===== src/rtl/mult_div_pkg.sv =====
// Shared types for the multiply/divide unit.
//   opT    : operation encoding presented on the op input
//   stateT : sequencing states of the iterative datapath
package mult_div_pkg;

   typedef enum logic [1:0] {
      OpMult  = 2'b00,
      OpMultu = 2'b01,
      OpDiv   = 2'b10,
      OpDivu  = 2'b11
   } opT;

   typedef enum logic [1:0] {
      StIdle = 2'b00,
      StRun  = 2'b01,
      StFix  = 2'b10,
      StDone = 2'b11
   } stateT;

endpackage


===== src/rtl/mult_div_unit.sv =====
// Iterative HI/LO multiply/divide unit (MIPS style).
// Signed operations work on operand magnitudes and fix the sign afterwards.
// One shift-add (multiply) or restoring shift-subtract (divide) step per RUN cycle.
// Ports:
//   clock, res          : clock, asynchronous active-low reset
//   start, op, a, b     : operation request, accepted only while idle
//   write_hi, write_lo  : direct HI/LO load from wdata, honoured only while idle
//   busy, done          : not idle / one-cycle completion pulse
//   div_zero            : divide by zero on the last operation, cleared on next accept
//   hi, lo              : result registers
module mult_div_unit
   import mult_div_pkg::*;
#(
   parameter int unsigned WIDTH = 32
) (
   input  logic             clock,
   input  logic             res,
   input  logic             start,
   input  logic [1:0]       op,
   input  logic [WIDTH-1:0] a,
   input  logic [WIDTH-1:0] b,
   input  logic             write_hi,
   input  logic             write_lo,
   input  logic [WIDTH-1:0] wdata,
   output logic             busy,
   output logic             done,
   output logic             div_zero,
   output logic [WIDTH-1:0] hi,
   output logic [WIDTH-1:0] lo
);

   localparam int unsigned CntW = $clog2(WIDTH + 1);

   stateT              stateQ, stateD;
   opT                 opQ, opD;
   logic [CntW-1:0]    cntQ, cntD;
   // Multiply: {partial product, multiplier}; divide: low half is dividend/quotient.
   logic [2*WIDTH-1:0] accQ, accD;
   logic [WIDTH:0]     remQ, remD;
   logic [WIDTH-1:0]   magAQ, magAD, magBQ, magBD;
   logic               signAQ, signAD, signBQ, signBD;
   logic [WIDTH-1:0]   hiQ, hiD, loQ, loD;
   logic               divZeroQ, divZeroD;

   logic               signedIn, signedQ, isDivQ;
   logic [WIDTH-1:0]   magA, magB, addend, quo, rmd;
   logic [WIDTH:0]     sum;
   logic [WIDTH+1:0]   shifted;
   logic               qBit;
   logic [2*WIDTH-1:0] prod;

   assign signedIn = (op == OpMult) || (op == OpDiv);
   assign signedQ  = (opQ == OpMult) || (opQ == OpDiv);
   assign isDivQ   = (opQ == OpDiv) || (opQ == OpDivu);

   always_comb begin
      stateD   = stateQ;
      opD      = opQ;
      cntD     = cntQ;
      accD     = accQ;
      remD     = remQ;
      magAD    = magAQ;
      magBD    = magBQ;
      signAD   = signAQ;
      signBD   = signBQ;
      hiD      = hiQ;
      loD      = loQ;
      divZeroD = divZeroQ;
      magA     = (signedIn && a[WIDTH-1]) ? -a : a;
      magB     = (signedIn && b[WIDTH-1]) ? -b : b;
      addend   = '0;
      sum      = '0;
      shifted  = '0;
      qBit     = 1'b0;
      prod     = '0;
      quo      = '0;
      rmd      = '0;

      unique case (stateQ)
         StIdle: begin
            if (write_hi) hiD = wdata;
            if (write_lo) loD = wdata;
            if (start) begin
               opD      = opT'(op);
               divZeroD = 1'b0;
               if (op[1] && (b == '0)) begin
                  // Divide by zero bypasses the datapath; overrides a same-cycle write.
                  stateD   = StDone;
                  divZeroD = 1'b1;
                  hiD      = a;
                  loD      = '1;
               end else begin
                  stateD = StRun;
                  cntD   = CntW'(WIDTH);
                  magAD  = magA;
                  magBD  = magB;
                  signAD = a[WIDTH-1];
                  signBD = b[WIDTH-1];
                  remD   = '0;
                  accD   = op[1] ? {{WIDTH{1'b0}}, magA} : {{WIDTH{1'b0}}, magB};
               end
            end
         end

         StRun: begin
            cntD = cntQ - CntW'(1);
            if (isDivQ) begin
               shifted = {remQ, accQ[WIDTH-1]};
               if (shifted >= {2'b00, magBQ}) begin
                  remD = (WIDTH + 1)'(shifted - {2'b00, magBQ});
                  qBit = 1'b1;
               end else begin
                  remD = shifted[WIDTH:0];
               end
               accD = {accQ[2*WIDTH-1:WIDTH], accQ[WIDTH-2:0], qBit};
            end else begin
               addend = accQ[0] ? magAQ : '0;
               sum    = {1'b0, accQ[2*WIDTH-1:WIDTH]} + {1'b0, addend};
               accD   = {sum, accQ[WIDTH-1:1]};
            end
            if (cntQ == CntW'(1)) stateD = StFix;
         end

         StFix: begin
            if (isDivQ) begin
               quo = accQ[WIDTH-1:0];
               rmd = remQ[WIDTH-1:0];
               if (signedQ && (signAQ ^ signBQ)) quo = -quo;
               if (signedQ && signAQ) rmd = -rmd;
               hiD = rmd;
               loD = quo;
            end else begin
               prod = accQ;
               if (signedQ && (signAQ ^ signBQ)) prod = -accQ;
               hiD = prod[2*WIDTH-1:WIDTH];
               loD = prod[WIDTH-1:0];
            end
            stateD = StDone;
         end

         StDone: begin
            stateD = StIdle;
         end
      endcase
   end

   always_ff @(posedge clock or negedge res) begin
      if (!res) begin
         stateQ   <= StIdle;
         opQ      <= OpMult;
         cntQ     <= '0;
         accQ     <= '0;
         remQ     <= '0;
         magAQ    <= '0;
         magBQ    <= '0;
         signAQ   <= 1'b0;
         signBQ   <= 1'b0;
         hiQ      <= '0;
         loQ      <= '0;
         divZeroQ <= 1'b0;
      end else begin
         stateQ   <= stateD;
         opQ      <= opD;
         cntQ     <= cntD;
         accQ     <= accD;
         remQ     <= remD;
         magAQ    <= magAD;
         magBQ    <= magBD;
         signAQ   <= signAD;
         signBQ   <= signBD;
         hiQ      <= hiD;
         loQ      <= loD;
         divZeroQ <= divZeroD;
      end
   end

   assign busy     = (stateQ != StIdle);
   assign done     = (stateQ == StDone);
   assign div_zero = divZeroQ;
   assign hi       = hiQ;
   assign lo       = loQ;

endmodule

===== config.mk =====
export PLATFORM = sky130hd
export DESIGN_NAME = mult_div_unit
export DESIGN_NICKNAME = d
export VERILOG_FILES = /design/src/rtl/mult_div_pkg.sv /design/src/rtl/mult_div_unit.sv
export SDC_FILE = /design/constraint.sdc
export NUM_CORES = 1
export LEC_CHECK = 0
export CORE_ASPECT_RATIO = 2
export CORE_MARGIN = 2
export CORE_UTILIZATION = 53
export DETAILED_ROUTE_END_ITERATION = 10
export PLACE_DENSITY = 0.78
export RECOVER_POWER = 25
export SLEW_MARGIN = 20
export SYNTH_ARGS = -nofsm -noshare
export SYNTH_HDL_FRONTEND = slang
export SYNTH_SLANG_ARGS = --single-unit

===== constraint.sdc =====
create_clock -name clock -period 3.6 [get_ports clock]
set_input_delay 0.54 -clock clock [delete_from_list [all_inputs] [get_ports clock]]
set_output_delay 0.54 -clock clock [all_outputs]
set_load 0.005 [all_outputs]

==> run_results.csv <==
group,metric,value,unit
placement,io_buffers,169,
power,p_int,9.74,mW
global_routing,grt_pass1_vias,18900,
worst_setup_path,cp-endpoint,"accQ[63]",
worst_setup_path,end_kind,"flip-flop",
finish,design_area,22600,sq um
worst_setup_path,ff2ff_setup_slack,0.10,ns
worst_setup_path,path_depth,15,
power,ir_worst_vdd,0.519,mV
worst_setup_path,r2r_cells,15,
worst_setup_path,r2r_end,"accQ[63]",
synth,synth_nets,2388,
timing,tightest_slew,2.74,ns
min_path,hold_start,"magAQ[13]",
power,pwr-share-clk,0.158,
synth,synth_edf_count,0,
worst_setup_path,critPathRequiredTime,4.03,ns
timing,period_needed,3.50,ns
timing,fmax,286,MHz
worst_setup_path,cp-startpoint,"accQ[0]",
clock_network,cts_buffers,24,
power,seqPwrFrac,0.272,
timing,slew_headroom,-0.825,
synth,synth.avg_cell_area,8.14,sq um
drt,drt_pre_antenna_iters,8,
clock_network,root_buffer,"clkbuf_16",
synth,yosysWarnings,0,
die,initial_core_util,0.537,
power,switching_power,8.25,mW
clock_network,clk_path_buf_depth,3,
die,core-area,33500,sq um
synth,synth.distinct_cells,79,
power,combPwrFrac,0.570,
worst_setup_path,cp-start-kind,"flip-flop",
worst_setup_path,worst-path-buf-inv,4,
synth,ys_ff_latch,238,
worst_setup_path,critPathKind,"reg2reg",
run_status,violations,"max-capacitance violations, max-slew violations",
placement,dp_hpwl,60400,microns
timing,layout_setup_ws,0.104,ns
clock_network,cts_tree,"yes",
drt,drt_iter0_drc,1600,
power,power_per_cell_area,796,nW/um^2
worst_setup_path,cp_top_family,"compound AO/OA/AOI/OAI gates",
power,switching_share,0.459,
synth,synthesis.instances,2209,
die,die_area,35500,sq um
drt,ant_nets,0,
global_routing,grt_pass1_wl,113000,microns
run,cap_violations,1,
die,die_w,134,microns
timing,finClkSkew,0.0226,ns
synth,synth_ff_type,"dfrtp_1",
worst_setup_path,path_cells,"buf_4 > buf_12 > and2_1 > ha_1 > a21oi_1 > buf_4 > nand2_1 > a21oi_1 > o41ai_1 > buf_4 > a31o_4 > a31o_2 > a21oi_1 > o41ai_1 > a22o_1",
global_routing,track_usage,0.422,
die,rows,95,
power,p_leak,9.82,nW
drt,drc,0,
clock_network,clkLatencyLatePin,0.56,ns
timing,slew_viol_final,97,
power,finalPower,18.0,mW
timing,rsz0062_at_grt,"no",
synth,yosysSeqAreaShare,0.331,
placement,placed_cell_area,21700,sq um
global_routing,antenna_found_initial,4,
drt,via_per_inst,6.43,
global_routing,grt_max_degree,99,
synth,synth_area_leaders,"dfrtp_1 33%, o21ai_0 6.1%, a21oi_1 5.8%, ha_1 5.1%, xor2_1 5.1%",
placement,dpl_worst_slack,-0.205,ns
timing,setup_violations,0,
finish,drive_gt1_frac,0.135,
die,ios,170,
worst_setup_path,worst_path_max_delay_cell,"a21oi_1",
synth,synth_area,18000,sq um
synth,async_flop_share,1.00,
finish,final_nets,2684,
synth,post-synth-top-count-cell,"dfrtp_1",
clock_network,cts_sinks,238,
global_routing,overflow,0,
synth,yosysTopAreaCellShare,0.331,
finish,fillers,2860,
drt,vias,19000,
timing,period_share,0.971,
worst_setup_path,rr_startpoint,"accQ[0]",
clock_network,h-tree-depth,1,
min_path,min_path_type,"reg2reg",
synth,synth_largest_area_cell,"dfrtp_1",
finish,area_growth,25.6,%
clock_network,clk_pin_slew,0.07,ns
run_status,status,"finished with violations",
timing,hold_violations,0,
drt,wl_per_cell,25.7,microns
worst_setup_path,crit_arrival,3.93,ns
synth,synth.cells.most_frequent,"238 x dfrtp_1, 223 x nand2_1, 218 x o21ai_0",
drt,wl,76100,microns
placement,place.gp.congestion,1.04,
die,die_y,265,microns
worst_setup_path,slowest_delay,0.45,ns
worst_setup_path,crit_fanout,17,
## timing repair
item	4_1_cts	5_1_grt
buffers inserted	1	1
setup endpoints to repair	2	18
hold buffers	0	0
gates resized for setup	0	10
## power groups by stage
stage	Combinational (mW)	Sequential [mW]	Clock [mW]
2_1_floorplan	6.19	4.41	0
3_3_place_gp	9.71	4.85	0
3_5_place_dp	9.92	4.87	0
4_1_cts	10.0	4.83	2.84
5_1_grt	11.0	4.97	2.94
6_report	10.2	4.89	2.84
## stage by stage
step,instances,hold slack (ns),utilization,setup TNS [ns]
2_1_floorplan,2209,0.244,-,0
3_3_place_gp,2913,0.459,0.647,-2.41
3_5_place_dp,2913,0.465,0.647,-4.58
4_1_cts,2957,0.0685,0.673,0
5_1_grt,2958,0.496,0.674,0
6_report,2959,0.478,0.674,0
## routing by layer
metal,GRT usage,vias up,wire (microns)
met3,0.0723,359,5040
li1,-,8595,-
met2,0.727,1015,37600
met1,0.434,9053,25200
met5,0,-,28
met4,0.368,6,8260
## cells by family after synthesis
| kind of cell | synth area share |
|---|---|
| AOI/OAI and AO/OA | 0.258 |
| and+or+nand+nor | 0.181 |
| DFF | 0.331 |
| buffers and inverters | 0.0458 |
| xor gates and xnor gates | 0.0988 |
| adders and majority gates | 0.0537 |
| muxes | 0.0316 |
## area by class of cell
cell class                 count  area (sq um)  area share
clock inverter                 9           174     0.00769
sequential                   238          5960       0.264
timing repair buffer         401          3650       0.161
tap                          436           546      0.0241
clock buffer                  34           679      0.0301
antenna                        1          2.50    0.000111
multi-input combinational   1762         11300       0.500
inverter                      78           293      0.0130
## worst min-delay path by stage
stage	to	slack [ns]	depth (start not counted)
floorplan	accQ[0]	0.24	0
global placement	magAQ[12]	0.46	2
detailed placement	magAQ[13]	0.47	2
CTS	accQ[52]	0.07	1
global route	magAQ[14]	0.50	2
finish	magAQ[13]	0.48	2
## layout by cell type (no fill, tap or decap), drive strengths merged, types with 13 or more instances in the layout
| master | count |
|---|---|
| a22o | 16 |
| buf | 233 |
| clkdlybuf4s50 | 167 |
| o221ai | 22 |
| nor4 | 21 |
| a31oi | 24 |
| mux2 | 30 |
| nand2b | 22 |
| o22ai | 20 |
| xor2 | 104 |
| a221oi | 20 |
| o211ai | 13 |
| a21oi | 210 |
| a21o | 27 |
| nor2 | 189 |
| o21a | 14 |
| and2 | 42 |
| nand4 | 20 |
| nand3 | 29 |
| nor2b | 14 |
| a211oi | 28 |
| nand2 | 223 |
| nor3 | 60 |
| mux2i | 23 |
| xnor2 | 99 |
| o31ai | 37 |
| or3 | 15 |
| ha | 74 |
| clkbuf | 35 |
| or4 | 18 |
| o41ai | 16 |
| o21ai | 222 |
| dfrtp | 238 |
| inv | 77 |
## registers in the layout, summed over array words and instances, names as in the netlist
register	cells
magAQ	32
lo	32
stateQ	2
opQ	2
signAQ	1
hi	32
cntQ	6
signBQ	1
remQ	33
div_zero	1
magBQ	32
accQ	64
## worst min-delay path, stage by stage, from the launching register on
cell and delay (ns):
dfrtp_1 0.34, nand2_1 0.04, o21ai_0 0.06
(Power assumes the default switching activity.)
